--- src/rtl/decode_pipe.sv ---
// RV32 decode stage with a two-entry (output + skid) elastic buffer.
// Classifies each instruction, extracts fields/immediate, precomputes branch/JAL targets.
module decode_pipe #(
    parameter int ADDR_WIDTH = 32,
    parameter int CNT_WIDTH  = 16
) (
    input  logic                  clk,
    input  logic                  rst,
    input  logic                  flush,
    input  logic                  in_valid,
    output logic                  in_ready,
    input  logic [ADDR_WIDTH-3:0] in_addr,
    input  logic [31:0]           in_insn,
    output logic                  out_valid,
    input  logic                  out_ready,
    output logic [ADDR_WIDTH-3:0] out_addr,
    output logic [3:0]            out_class,
    output logic [4:0]            out_rd,
    output logic [4:0]            out_rs1,
    output logic [4:0]            out_rs2,
    output logic [31:0]           out_imm,
    output logic [ADDR_WIDTH-3:0] out_target,
    output logic                  out_misaligned,
    output logic [CNT_WIDTH-1:0]  cnt_insn,
    output logic [CNT_WIDTH-1:0]  cnt_branch
);

    typedef enum logic [3:0] {
        CLS_ILLEGAL = 4'd0,
        CLS_LUI     = 4'd1,
        CLS_AUIPC   = 4'd2,
        CLS_JAL     = 4'd3,
        CLS_JALR    = 4'd4,
        CLS_BRANCH  = 4'd5,
        CLS_LOAD    = 4'd6,
        CLS_STORE   = 4'd7,
        CLS_ALU_IMM = 4'd8,
        CLS_ALU_REG = 4'd9,
        CLS_FENCE   = 4'd10,
        CLS_SYSTEM  = 4'd11
    } insn_class_e;

    typedef struct packed {
        logic [ADDR_WIDTH-3:0] addr;
        insn_class_e           cls;
        logic [4:0]            rd;
        logic [4:0]            rs1;
        logic [4:0]            rs2;
        logic [31:0]           imm;
        logic [ADDR_WIDTH-3:0] target;
        logic                  misaligned;
    } entry_t;

    entry_t                dec;
    entry_t                out_q;
    entry_t                skid_q;
    logic                  out_valid_q;
    logic                  skid_valid_q;
    logic                  in_ready_q;
    logic [ADDR_WIDTH-1:0] byte_tgt;
    logic [CNT_WIDTH-1:0]  cnt_insn_q;
    logic [CNT_WIDTH-1:0]  cnt_branch_q;
    logic                  accept;
    logic                  xfer;
    logic                  out_is_branch;

    assign accept = in_valid && in_ready_q;
    assign xfer   = out_valid_q && out_ready;

    always_comb begin
        // NOTE: every signal gets a default before the case so no path leaves it unassigned (no latch).
        dec          = '0;
        byte_tgt     = '0;
        dec.addr     = in_addr;
        dec.rd       = in_insn[11:7];
        dec.rs1      = in_insn[19:15];
        dec.rs2      = in_insn[24:20];
        dec.cls      = CLS_ILLEGAL;
        case (in_insn[6:0])
            7'h37: begin dec.cls = CLS_LUI;     dec.imm = {in_insn[31:12], 12'b0}; end
            7'h17: begin dec.cls = CLS_AUIPC;   dec.imm = {in_insn[31:12], 12'b0}; end
            7'h6f: begin
                dec.cls = CLS_JAL;
                dec.imm = {{12{in_insn[31]}}, in_insn[19:12], in_insn[20], in_insn[30:21], 1'b0};
            end
            7'h67: begin dec.cls = CLS_JALR;    dec.imm = {{20{in_insn[31]}}, in_insn[31:20]}; end
            7'h63: begin
                dec.cls = CLS_BRANCH;
                dec.imm = {{20{in_insn[31]}}, in_insn[7], in_insn[30:25], in_insn[11:8], 1'b0};
            end
            7'h03: begin dec.cls = CLS_LOAD;    dec.imm = {{20{in_insn[31]}}, in_insn[31:20]}; end
            7'h23: begin
                dec.cls = CLS_STORE;
                dec.imm = {{20{in_insn[31]}}, in_insn[31:25], in_insn[11:7]};
            end
            7'h13: begin dec.cls = CLS_ALU_IMM; dec.imm = {{20{in_insn[31]}}, in_insn[31:20]}; end
            7'h33: dec.cls = CLS_ALU_REG;
            7'h0f: dec.cls = CLS_FENCE;
            7'h73: dec.cls = CLS_SYSTEM;
            default: dec.cls = CLS_ILLEGAL;
        endcase
        // Target arithmetic wraps at the address width; only branches and JAL carry one.
        if (dec.cls == CLS_BRANCH || dec.cls == CLS_JAL) begin
            byte_tgt       = {in_addr, 2'b00} + ADDR_WIDTH'($signed(dec.imm));
            dec.target     = byte_tgt[ADDR_WIDTH-1:2];
            dec.misaligned = |byte_tgt[1:0];
        end
    end

    // NOTE: sequential state uses non-blocking assignments so every register samples pre-edge values.
    always_ff @(posedge clk) begin
        if (rst) begin
            out_q        <= '0;
            out_valid_q  <= 1'b0;
            skid_valid_q <= 1'b0;
            in_ready_q   <= 1'b1;
        end else if (flush) begin
            out_valid_q  <= 1'b0;
            skid_valid_q <= 1'b0;
            in_ready_q   <= 1'b1;
        end else if (xfer || !out_valid_q) begin
            // Output slot frees up: oldest data (skid) first, else the incoming instruction.
            if (skid_valid_q) begin
                out_q        <= skid_q;
                out_valid_q  <= 1'b1;
                skid_valid_q <= 1'b0;
                in_ready_q   <= 1'b1;
            end else if (accept) begin
                out_q       <= dec;
                out_valid_q <= 1'b1;
            end else begin
                out_valid_q <= 1'b0;
            end
        end else if (accept) begin
            skid_valid_q <= 1'b1;
            in_ready_q   <= 1'b0;
        end
    end

    // NOTE: the skid payload is qualified by skid_valid_q, so it needs no reset.
    always_ff @(posedge clk) begin
        if (accept && out_valid_q && !xfer) begin
            skid_q <= dec;
        end
    end

    assign out_is_branch = (out_q.cls == CLS_BRANCH) || (out_q.cls == CLS_JAL) ||
                           (out_q.cls == CLS_JALR);

    always_ff @(posedge clk) begin
        if (rst) begin
            cnt_insn_q   <= '0;
            cnt_branch_q <= '0;
        end else if (xfer && !flush) begin
            if (cnt_insn_q != '1) begin
                cnt_insn_q <= cnt_insn_q + CNT_WIDTH'(1);
            end
            if (out_is_branch && cnt_branch_q != '1) begin
                cnt_branch_q <= cnt_branch_q + CNT_WIDTH'(1);
            end
        end
    end

    assign in_ready       = in_ready_q;
    assign out_valid      = out_valid_q;
    assign out_addr       = out_q.addr;
    assign out_class      = out_q.cls;
    assign out_rd         = out_q.rd;
    assign out_rs1        = out_q.rs1;
    assign out_rs2        = out_q.rs2;
    assign out_imm        = out_q.imm;
    assign out_target     = out_q.target;
    assign out_misaligned = out_q.misaligned;
    assign cnt_insn       = cnt_insn_q;
    assign cnt_branch     = cnt_branch_q;

endmodule

--- config.mk ---
export PLATFORM = sky130hd
export DESIGN_NAME = decode_pipe
export DESIGN_NICKNAME = d
export VERILOG_FILES = /design/src/rtl/decode_pipe.sv
export SDC_FILE = /design/constraint.sdc
export NUM_CORES = 1
export LEC_CHECK = 0
export ABC_AREA = 1
export CAP_MARGIN = 20
export CORE_MARGIN = 3
export CORE_UTILIZATION = 57
export CTS_CLUSTER_SIZE = 20
export DETAILED_ROUTE_END_ITERATION = 7
export GPL_TIMING_DRIVEN = 1
export PLACE_DENSITY_LB_ADDON = 0.15
export RECOVER_POWER = 25
export SETUP_SLACK_MARGIN = 0.1
export SLEW_MARGIN = 10
export SYNTH_ARGS = -nofsm -noshare
export SYNTH_HDL_FRONTEND = slang
export SYNTH_SLANG_ARGS = --single-unit
export TNS_END_PERCENT = 10
--- constraint.sdc ---
create_clock -name clk -period 23.2 [get_ports clk]
set_clock_uncertainty 0.2 [all_clocks]
set_input_delay 6.96 -clock clk [delete_from_list [all_inputs] [get_ports clk]]
set_output_delay 6.96 -clock clk [all_outputs]
set_load 0.005 [all_outputs]
== Word-level counts from Yosys, hierarchy flattened ==
Index checks and enable logic that the tools add are counted.
Word-level totals
  flip-flop bits (word level): 259
  bits of input ports: 67
  output and inout bits: 146
  logic and storage cells: 78
Operators by class
  add/subtract/negate cells: 3
  eq/ne operators: 19
  mux-type cells: 10
  bitwise operators: 1
  reduce and logical (&&, ||, !) cells: 24
Operators by type and width (count)
  two-way mux 112 bit: 2
  case mux 32 bit (5 select lines): 1
  case mux 4 bit (11 select lines): 1
  adder 16 x 1 -> 16 bit, second input constant: 2
  adder 32 bit: 1
  != test 16 bit, second input constant: 2
  two-way mux 31 bit: 1
  == test 7 bit, second input constant: 4
  == test 7 x 6 -> 1 bit, second input constant: 3
  == test 7 x 5 -> 1 bit, second input constant: 2
  == test 4 x 3 -> 1 bit, second input constant: 3
  == test 4 x 2 -> 1 bit, second input constant: 2
  == test 7 x 2 -> 1 bit, second input constant: 1
  == test 7 x 4 -> 1 bit, second input constant: 1
  logical AND 1 bit: 6
  AND reduction 2 bit: 3
  OR reduction 2 bit: 3
  OR reduction 3 bit: 2
  two-way mux 1 bit: 5
  logical OR 1 bit: 4
  nonzero test 2 bit: 2
  zero test 1 bit: 3
  AND reduction 3 bit: 1
  != test 2 bit, second input constant: 1
  NOT 1 bit: 1

== Longest topological paths before layout ==
Gate-level depths: netlist of run 1.
  depth in word-level cells: 8
  gate-level depth with buffers: 29
  gate-level depth less buffers: 29

== Least setup slack after synthesis of run 1 ==
No wires, ideal clock.
  path type: in2reg
  from: input out_ready
  to: register in_ready_q, in the netlist in_ready
  arrival: 15.341 ns
  required time: 22.534 ns
  slack: 7.193 ns
  stages: 2
  path buffers: 0
  path through: nor3_1 > o21ai_0
On the way
  longest elaborated chain between the ends: 4
  elaborated cells between the ends (all ways): 6
  those cells by class: eq/ne: 1; mux: 1; reduce/logical: 4
Ends and longest elaborated chain
  start: declaration: RTL line 15  | input logic out_ready,
  logical AND 1 bit (*): RTL line 68  | assign xfer = out_valid_q && out_ready;
  logical OR 1 bit (*): RTL line 121  | end else if (xfer || !out_valid_q) begin
  != test 2 bit (no line) / nonzero test 2 bit (equally long branches)
  AND reduction 2 bit (no line)
  end signal: assignment: RTL line 116  | in_ready_q <= 1'b1;
  end signal: assignment: RTL line 120  | in_ready_q <= 1'b1;
  end signal: assignment: RTL line 127  | in_ready_q <= 1'b1;
  end: declaration: RTL line 59  | logic in_ready_q;
Every way passes the cells marked *; elsewhere a longest branch is shown, timed or not.
A chain may end at the register's enable or synchronous reset.

==> results of run 1 <==
-- area by class of cell --
type	instances	share of cell area
Sequential cell	259	0.4031
Multi-Input combinational cell	1110	0.3419
Timing Repair Buffer	220	0.1384
Clock buffer	41	0.04974
Inverter	167	0.04038
Tap cell	275	0.02199
Clock inverter	9	0.004398
-- registers in the layout (all words and copies together), names as in the netlist --
register	cells
out_valid	1
out_rs2	5
cnt_insn	16
skid_q	112
out_rs1	5
out_imm	32
out_rd	5
out_misaligned	1
out_class	4
skid_valid_q	1
out_addr	30
out_target	30
cnt_branch	16
in_ready	1
-- layer usage --
layer,GRT usage,up-vias,part of all wire
li1,-,5699,-
met1,0.4246,5556,0.41
met2,0.5127,510,0.48
met3,0.03749,78,0.079
met4,0.1001,0,0.033
met5,0,-,0
-- through the flow --
stage               hold WS, ns  std cells  power, mW
floorplan                0.2618       1603     0.5456
global placement         0.2536       2031     0.5916
detailed placement       0.2561       2031     0.5931
CTS                      0.2656       2081      1.003
global route             0.2845       2081      1.029
finish                   0.2647       2081     0.9996
-- worst max-delay path: stages --
cell and delay [ns]:
buf_2 0.09, clkbuf_1 1.08, clkinv_1 0.19, clkbuf_1 2.32
o21ai_0 0.51, a31oi_1 0.40
-- how the worst max path moves through the flow --
stage                    start        endpoint  depth (start not counted)
finish                     rst    out_addr[22]                          6
global route               rst    out_addr[22]                          6
CTS                 in_insn[4]  out_target[12]                         20
detailed placement  in_insn[4]  out_target[12]                         20
global placement    in_insn[4]  out_target[12]                         20
floorplan            out_ready        in_ready                          2
-- cell usage in the layout, fill, tap and decap left out, types with 7 or more instances in the layout --
| master | n |
|---|---|
| nand2_1 | 400 |
| nor2_1 | 182 |
| inv_1 | 161 |
| clkdlybuf4s50_1 | 156 |
| dfxtp_1 | 146 |
| a21oi_1 | 142 |
| o21ai_0 | 127 |
| edfxtp_1 | 112 |
| nand3_1 | 69 |
| dlygate4sd3_1 | 55 |
| a31oi_1 | 47 |
| ha_1 | 31 |
| clkbuf_16 | 27 |
| nor3_1 | 18 |
| nand4_1 | 16 |
| clkbuf_1 | 12 |
| o21bai_1 | 7 |
| or2_2 | 7 |
-- power breakdown --
group / switching, mW / internal, mW
logic: 0.0543 / 0.0391
registers: 0.00509 / 0.485
clock network: 0.183 / 0.233
-- logic make-up after synthesis --
kind of cell	count (synthesis)
compound gates	345
xor+xnor	11
fa+ha+maj	32
buf+inv	234
flops	259
simple gates	722
==> run metrics, run 1 <==
P_leak=6.755 nW; Compound-Gate Fraction of Synth Area=0.1470; Post-DP Area=14820 um^2; Clock Tree Buf Depth=3; number of synthesized flops with an enable pin=around 110; Nets=1884; ys flop type=dfxtp_1; Final ANT Viol Nets=0; Reg2Reg Setup Slack=between 15 and 20 ns; Slew @ Worst Pin=~3.3 ns; Final Max Slew Viols=200; pre-CTS WS=12.18 ns; worst hold path class=register to register; Final Util=0.7327; Hold Vio Cnt, Final=0; setup TNS=0 ns; Mapped Cells=~1600; drc violations=0; yosys warns=0; diode count=0; Synth Cell Area=around 13000 um^2; leading cell types by total area after synthesis=edfxtp_1 27%, dfxtp_1 23%, nand2_1 12%; worst hold endpoint=out_imm[29]; Worst VDD drop=0.05468 mV; Setup crit end kind=register; first-pass GRT wire length=roughly 60000 um; #FFs+latches synth=259; failing checks=max-capacitance violations, max-slew violations; initial drt markers=between 1000 and 1500; post-synthesis sequential area ratio=0.5022; Critical Path Fanout Max=82; count leader, synth=nand2_1; crit path time final=between 10 and 15 ns; crit start category=primary input; area delta synth->final=24.61%; hold buffers post-CTS=0; Worst-path clk slew=0.06 ns; IO Port Bufs=around 210; DR WL/cell=around 18 um; Core ar.=about 21000 um^2; register area=around 6300 um^2; dpl hpwl=26780 um; asr flop ratio synth=0; Post-CTS Setup Bufs=0; GRT Total Usage=0.3089; Die W=about 150 um; adder-cell share of the synthesized area=0.03249; Critical R2R Launch=in_ready; CTS tree=yes; Clock Latency Late Sink=around 0.55 ns; antenna violations before repair=0; Synth area leader=edfxtp_1; Die ar.=between 20000 and 25000 um^2; Die Height=approximately 150 um; Final period util=0.4928; area of the multi-input gates=between 5000 and 6000 um^2; hold_sp=out_imm[29]; clock sink count=roughly 260; GPL Wtd Cong=1.003; final setup vio count=0; drt total wl=37770 um; post-synth cell types=between 40 and 50; critical path arrival=between 10 and 15 ns; fraction of layout cells with a size suffix above 1=0.04042; final instance area=~16000 um^2; post-synthesis mux area share=0; XOR/XNOR share of the synthesized area=0.007673; CTS buffer count=27; Avg Inst Size Synth=between 7 and 8 um^2; Simple-Gate Fraction of Synth Area=0.2389; number of fill cells in the layout=around 1700; clk root buf=clkbuf_16; Worst EP required=23.43 ns; GRT overflow=0; Vias=roughly 12000; # Max-Cap Violations=3; FF-to-FF path depth=4; vias in the first global route=between 10000 and 15000; synth cell count leaders=400 x nand2_1, 180 x nor2_1, 160 x inv_1, 147 x dfxtp_1, 142 x a21oi_1; Hold Path Cell Cnt=2; Yosys top cell area share=0.2679; main combinational cell family by area after synthesis=simple AND/OR/NAND/NOR gates; H-tree depth reported by CTS=1; Mapped Nets=1702; outcome=finished, violations left; initial core utilization=0.5880; pwr dens=63.89 nW/um^2; TritonRoute pass-1 iters=7; Rows=53; CTS resizes=0; I/O pins=roughly 210; largest net degree at the start of global routing=roughly 110; R2R Path End=skid_q[106]; PnR worst setup slack=between 10 and 15 ns; Slew headroom=-1.189; DR vias/cell=5.691; f_max=just under 90 MHz; RSZ-0062 raised after global routing=false; CP Class=primary input to register
(Power assumes the default switching activity.)
==> run 2, diff against run 1 <==
- CORE_UTILIZATION: 57 -> 48
- clock period: 23.2 -> 9.75 ns (I/O delays scaled with it)
==> run metrics, run 2 (same netlist as run 1, synthesis figures left out) <==
drc violations=0; pwr dens=approximately 150 nW/um^2; Final Max Slew Viols=between 150 and 200; placed cells=around 2100; CTS resizes=0; Critical Path Fanout Max=82; critical path arrival=about 7.6 ns; H-tree depth reported by CTS=1; Worst VDD drop=roughly 0.15 mV; TritonRoute pass-1 iters=7; max FFs per register=between 100 and 150; worst hold path class=register to register; Vias=~12000; Slew headroom=-1.268; drt total wl=39880 um; Nets=1885; crit path time final=~7.3 ns; Die ar.=28140 um^2; initial core utilization=0.4929; Post-DP Area=roughly 15000 um^2; CP Class=primary input to register; final instance area=around 16000 um^2; DR WL/cell=about 19 um; clk root buf=clkbuf_16; Final period util=0.7536; clock sink count=259; Worst-path clk slew=approximately 0.060 ns; Clock Tree Buf Depth=3; register area=6307 um^2; vias in the first global route=~11000; Worst EP required=approximately 10 ns; fraction of layout cells with a size suffix above 1=0.04369; dpl hpwl=roughly 29000 um; Die Height=167.7 um; Core ar.=approximately 25000 um^2; area delta synth->final=25.46%; P_leak=between 6 and 7 nW; GPL Wtd Cong=between 0.9 and 1; failing checks=max-capacitance violations, max-slew violations; hold buffers post-CTS=0; IO Port Bufs=212; Rows=58; pre-CTS WS=roughly 2.6 ns; I/O pins=~210; CTS buffer count=28; final setup vio count=0; commonest non-fill, non-tap cell in the layout=nand2_1; CTS tree=yes; area of the multi-input gates=about 5400 um^2; first-pass GRT wire length=between 60000 and 70000 um; Most flops, register=skid_q; most frequent cells in the layout=400 x nand2_1, 181 x nor2_1, 160 x inv_1; crit start category=primary input; DR vias/cell=between 5 and 6; setup TNS=0 ns; PnR worst setup slack=between 2 and 2.5 ns; initial drt markers=between 1000 and 1500; f_max=about 140 MHz; Clock Latency Late Sink=0.55 ns; Final ANT Viol Nets=0; outcome=finished, violations left; diode count=0; Post-CTS Setup Bufs=0; Hold Vio Cnt, Final=0; Setup crit end kind=register; Slew @ Worst Pin=approximately 3.4 ns; largest net degree at the start of global routing=approximately 110; # Max-Cap Violations=3; Final Util=0.6184; GRT overflow=0; RSZ-0062 raised after global routing=false; Post-Layout Cell Count=between 2000 and 2500; Die W=about 170 um; GRT Total Usage=0.2782; antenna violations before repair=0; number of fill cells in the layout=2290
==> run 2: where the power goes <==
group | internal (mW) | switching (mW)
Sequential | 1.15 | 0.0115
Clock | 0.574 | 0.444
Combinational | 0.0930 | 0.132
==> run 2: area by class of cell <==
cell class	instances	share of cell area
inverter	167	0.04019
clock buffer	39	0.04837
sequential	259	0.4004
tap	330	0.02621
multi-input combinational	1110	0.3405
clock inverter	13	0.006831
timing repair buffer	220	0.1375
==> run 2: critical path, cell delays in order <==
cell and delay [ns]:
buf_2 0.07, clkbuf_1 2.18, clkinv_1 0.27, clkbuf_1 1.35
and3_1 0.72
==> run 2: through the flow <==
stage	total power, mW	hold WS (ns)
after detailed placement	1.416	0.2578
after global placement	1.415	0.2527
after floorplan	1.297	0.2618
after global routing	2.493	0.2866
final	2.408	0.2652
after CTS	2.432	0.2671
==> run 2: routing by layer <==
metal	track usage	vias up	part of all wire
met4	0.08680	0	0.035
li1	-	5703	-
met3	0.03093	71	0.053
met2	0.4667	393	0.48
met5	0	-	0
met1	0.3807	5417	0.44
==> run 2: path summary, 6_finish.rpt <==
path / slack (ns) / endpoint / from / depth (start not counted)
hold reg to reg: 0.27 / out_imm[30] / out_imm[30] / 2
setup reg to reg: 5.27 / skid_q[103] / in_ready / 4
hold / removal: 0.27 / out_imm[30] / out_imm[30] / 2
setup / recovery: 2.40 / cnt_branch[2] / rst / 5
==> run 3, diff against run 2 <==
- CORE_UTILIZATION: 48 -> 54
- clock period: 9.75 -> 7.3 ns (I/O delays scaled with it)
==> run metrics, run 3 (same netlist as run 1, synthesis figures left out) <==
Post-CTS Setup Bufs=0; Setup crit end kind=register; R2R Path End=in_ready; gr busiest metal=met2; hold buffers post-CTS=0; final setup vio count=0; Slew headroom=-1.102; CTS resizes=0; clk root buf=clkbuf_16; placed cells=2068; clock sink count=~260; vias in the first global route=about 11000; initial drt markers=1089; max FFs per register=112; Die ar.=25120 um^2; H-tree depth reported by CTS=1; crit path time final=6.032 ns; commonest non-fill, non-tap cell in the layout=nand2_1; RSZ-0062 raised after global routing=false; P_leak=between 6 and 7 nW; CTS tree=yes; GRT Total Usage=0.2998; DR vias/cell=between 5 and 6; fraction of layout cells with a size suffix above 1=0.04865; antenna violations before repair=0; crit start category=primary input; drc violations=0; outcome=finished, violations left; failing checks=max-capacitance violations, max-slew violations; GPL Wtd Cong=roughly 1.1; Die W=~160 um; TritonRoute pass-1 iters=5; drt total wl=38700 um; GRT overflow=0; worst hold path class=register to register; first-pass GRT wire length=59340 um; Hold WS=0.2643 ns; Core ar.=approximately 23000 um^2; diode count=0; most frequent cells in the layout=400 x nand2_1, 181 x nor2_1, 163 x clkdlybuf4s50_1; Clock Latency Late Sink=0.56 ns; Hold Vio Cnt, Final=0; critical path arrival=a little over 6 ns; Final ANT Viol Nets=0; Vias=between 10000 and 15000; largest net degree at the start of global routing=114; Post-Layout Cell Count=2122; met1 GRT Util=0.3931; Worst VDD drop=roughly 0.15 mV; Rows=55; worst setup path endpoint=out_target[12]; Die Height=between 150 and 200 um; Worst EP required=~7.4 ns; initial core utilization=0.5512; pwr dens=between 200 and 250 nW/um^2; f_max=165.8 MHz; dpl hpwl=27450 um; setup TNS=0 ns; grt met2 use=0.5089; Worst-path clk slew=around 0.070 ns; Final period util=0.8263; Critical R2R Launch=out_valid; global routing usage on met3=0.04702; CP Class=primary input to register; # Max-Cap Violations=2; I/O pins=213; IO Port Bufs=around 210; FF-to-FF path depth=4; Nets=approximately 1900; Reg2Reg Setup Slack=3.81 ns; Critical Path Fanout Max=6; CTS buffer count=29; Slew @ Worst Pin=3.153 ns; Most flops, register=skid_q; Setup crit start=in_insn[1]; Final Max Slew Viols=179; area delta synth->final=26.24%; DR WL/cell=around 18 um; Clock Tree Buf Depth=3
-- run 3: changes by cell type in the layout (fill, tap and decap cells not counted), moves of 3 or more --
cell             previous run  this run
dlygate4sd3_1              60        48
clkinv_2                   10         7
clkdlybuf4s50_1           151       163
clkbuf_8                    2         7
clkbuf_1                   12         2
-- run 3: worst min-delay path by stage --
stage,slack [ns],depth (start not counted),startpoint,endpoint
floorplan,0.26,2,out_imm[10],out_imm[10]
global placement,0.25,2,out_target[15],out_target[15]
detailed placement,0.26,2,out_target[17],out_target[17]
CTS,0.26,2,out_target[17],out_target[17]
global route,0.29,2,out_imm[26],out_imm[26]
finish,0.26,2,out_target[17],out_target[17]
-- run 3: layer usage --
layer | up-vias | part of all wire | wire (um)
li1 | 5709 | - | -
met1 | 5451 | 0.41 | 15850
met2 | 488 | 0.48 | 18710
met3 | 77 | 0.072 | 2798
met4 | 0 | 0.035 | 1339
met5 | - | 0 | 0
-- run 3: power by group --
group | total [mW] | internal, mW | switching (mW)
Combinational | 0.302 | 0.125 | 0.177
Sequential | 1.56 | 1.54 | 0.0161
Clock | 1.48 | 0.871 | 0.604
Total | 3.33 | 2.54 | 0.797
-- run 3: area by class of cell --
cell class / instances / area (um^2)
Clock buffer: 37 / 825.8
Clock inverter: 17 / 156.4
Fill cell: 1910 / 6928
Inverter: 167 / 631.9
Multi-Input combinational cell: 1110 / 5364
Sequential cell: 259 / 6307
Tap cell: 313 / 391.6
Timing Repair Buffer: 219 / 2173
-- run 3: through the flow --
stage,worst slack [ns],utilization,power (mW),instance area (um^2)
after floorplan,1.638,-,1.732,12570
after global placement,1.016,0.6538,1.887,14890
after detailed placement,0.9881,0.6538,1.891,14890
after CTS,1.549,0.6969,3.356,15870
after global routing,0.9772,0.6959,3.440,15850
final,1.268,0.6959,3.334,15850
-- run 3: critical path, cell delays in order --
cell and delay [ns]:
dlygate4sd3_1 0.53, nand2_1 0.08, nor2_1 0.34, inv_1 0.10
nor2_1 0.15, nor2_2 0.08, inv_2 0.09, nor2_4 0.05
nand2_2 0.09, inv_1 0.13, nor2_1 0.44, ha_1 0.36
inv_1 0.12, o21bai_1 0.11, nor2_1 0.11, nand2_1 0.17
nand2_1 0.10, nand2_1 0.12, or2_2 0.30, nand3_1 0.12
inv_1 0.09, o21ai_1 0.15, a21oi_1 0.08
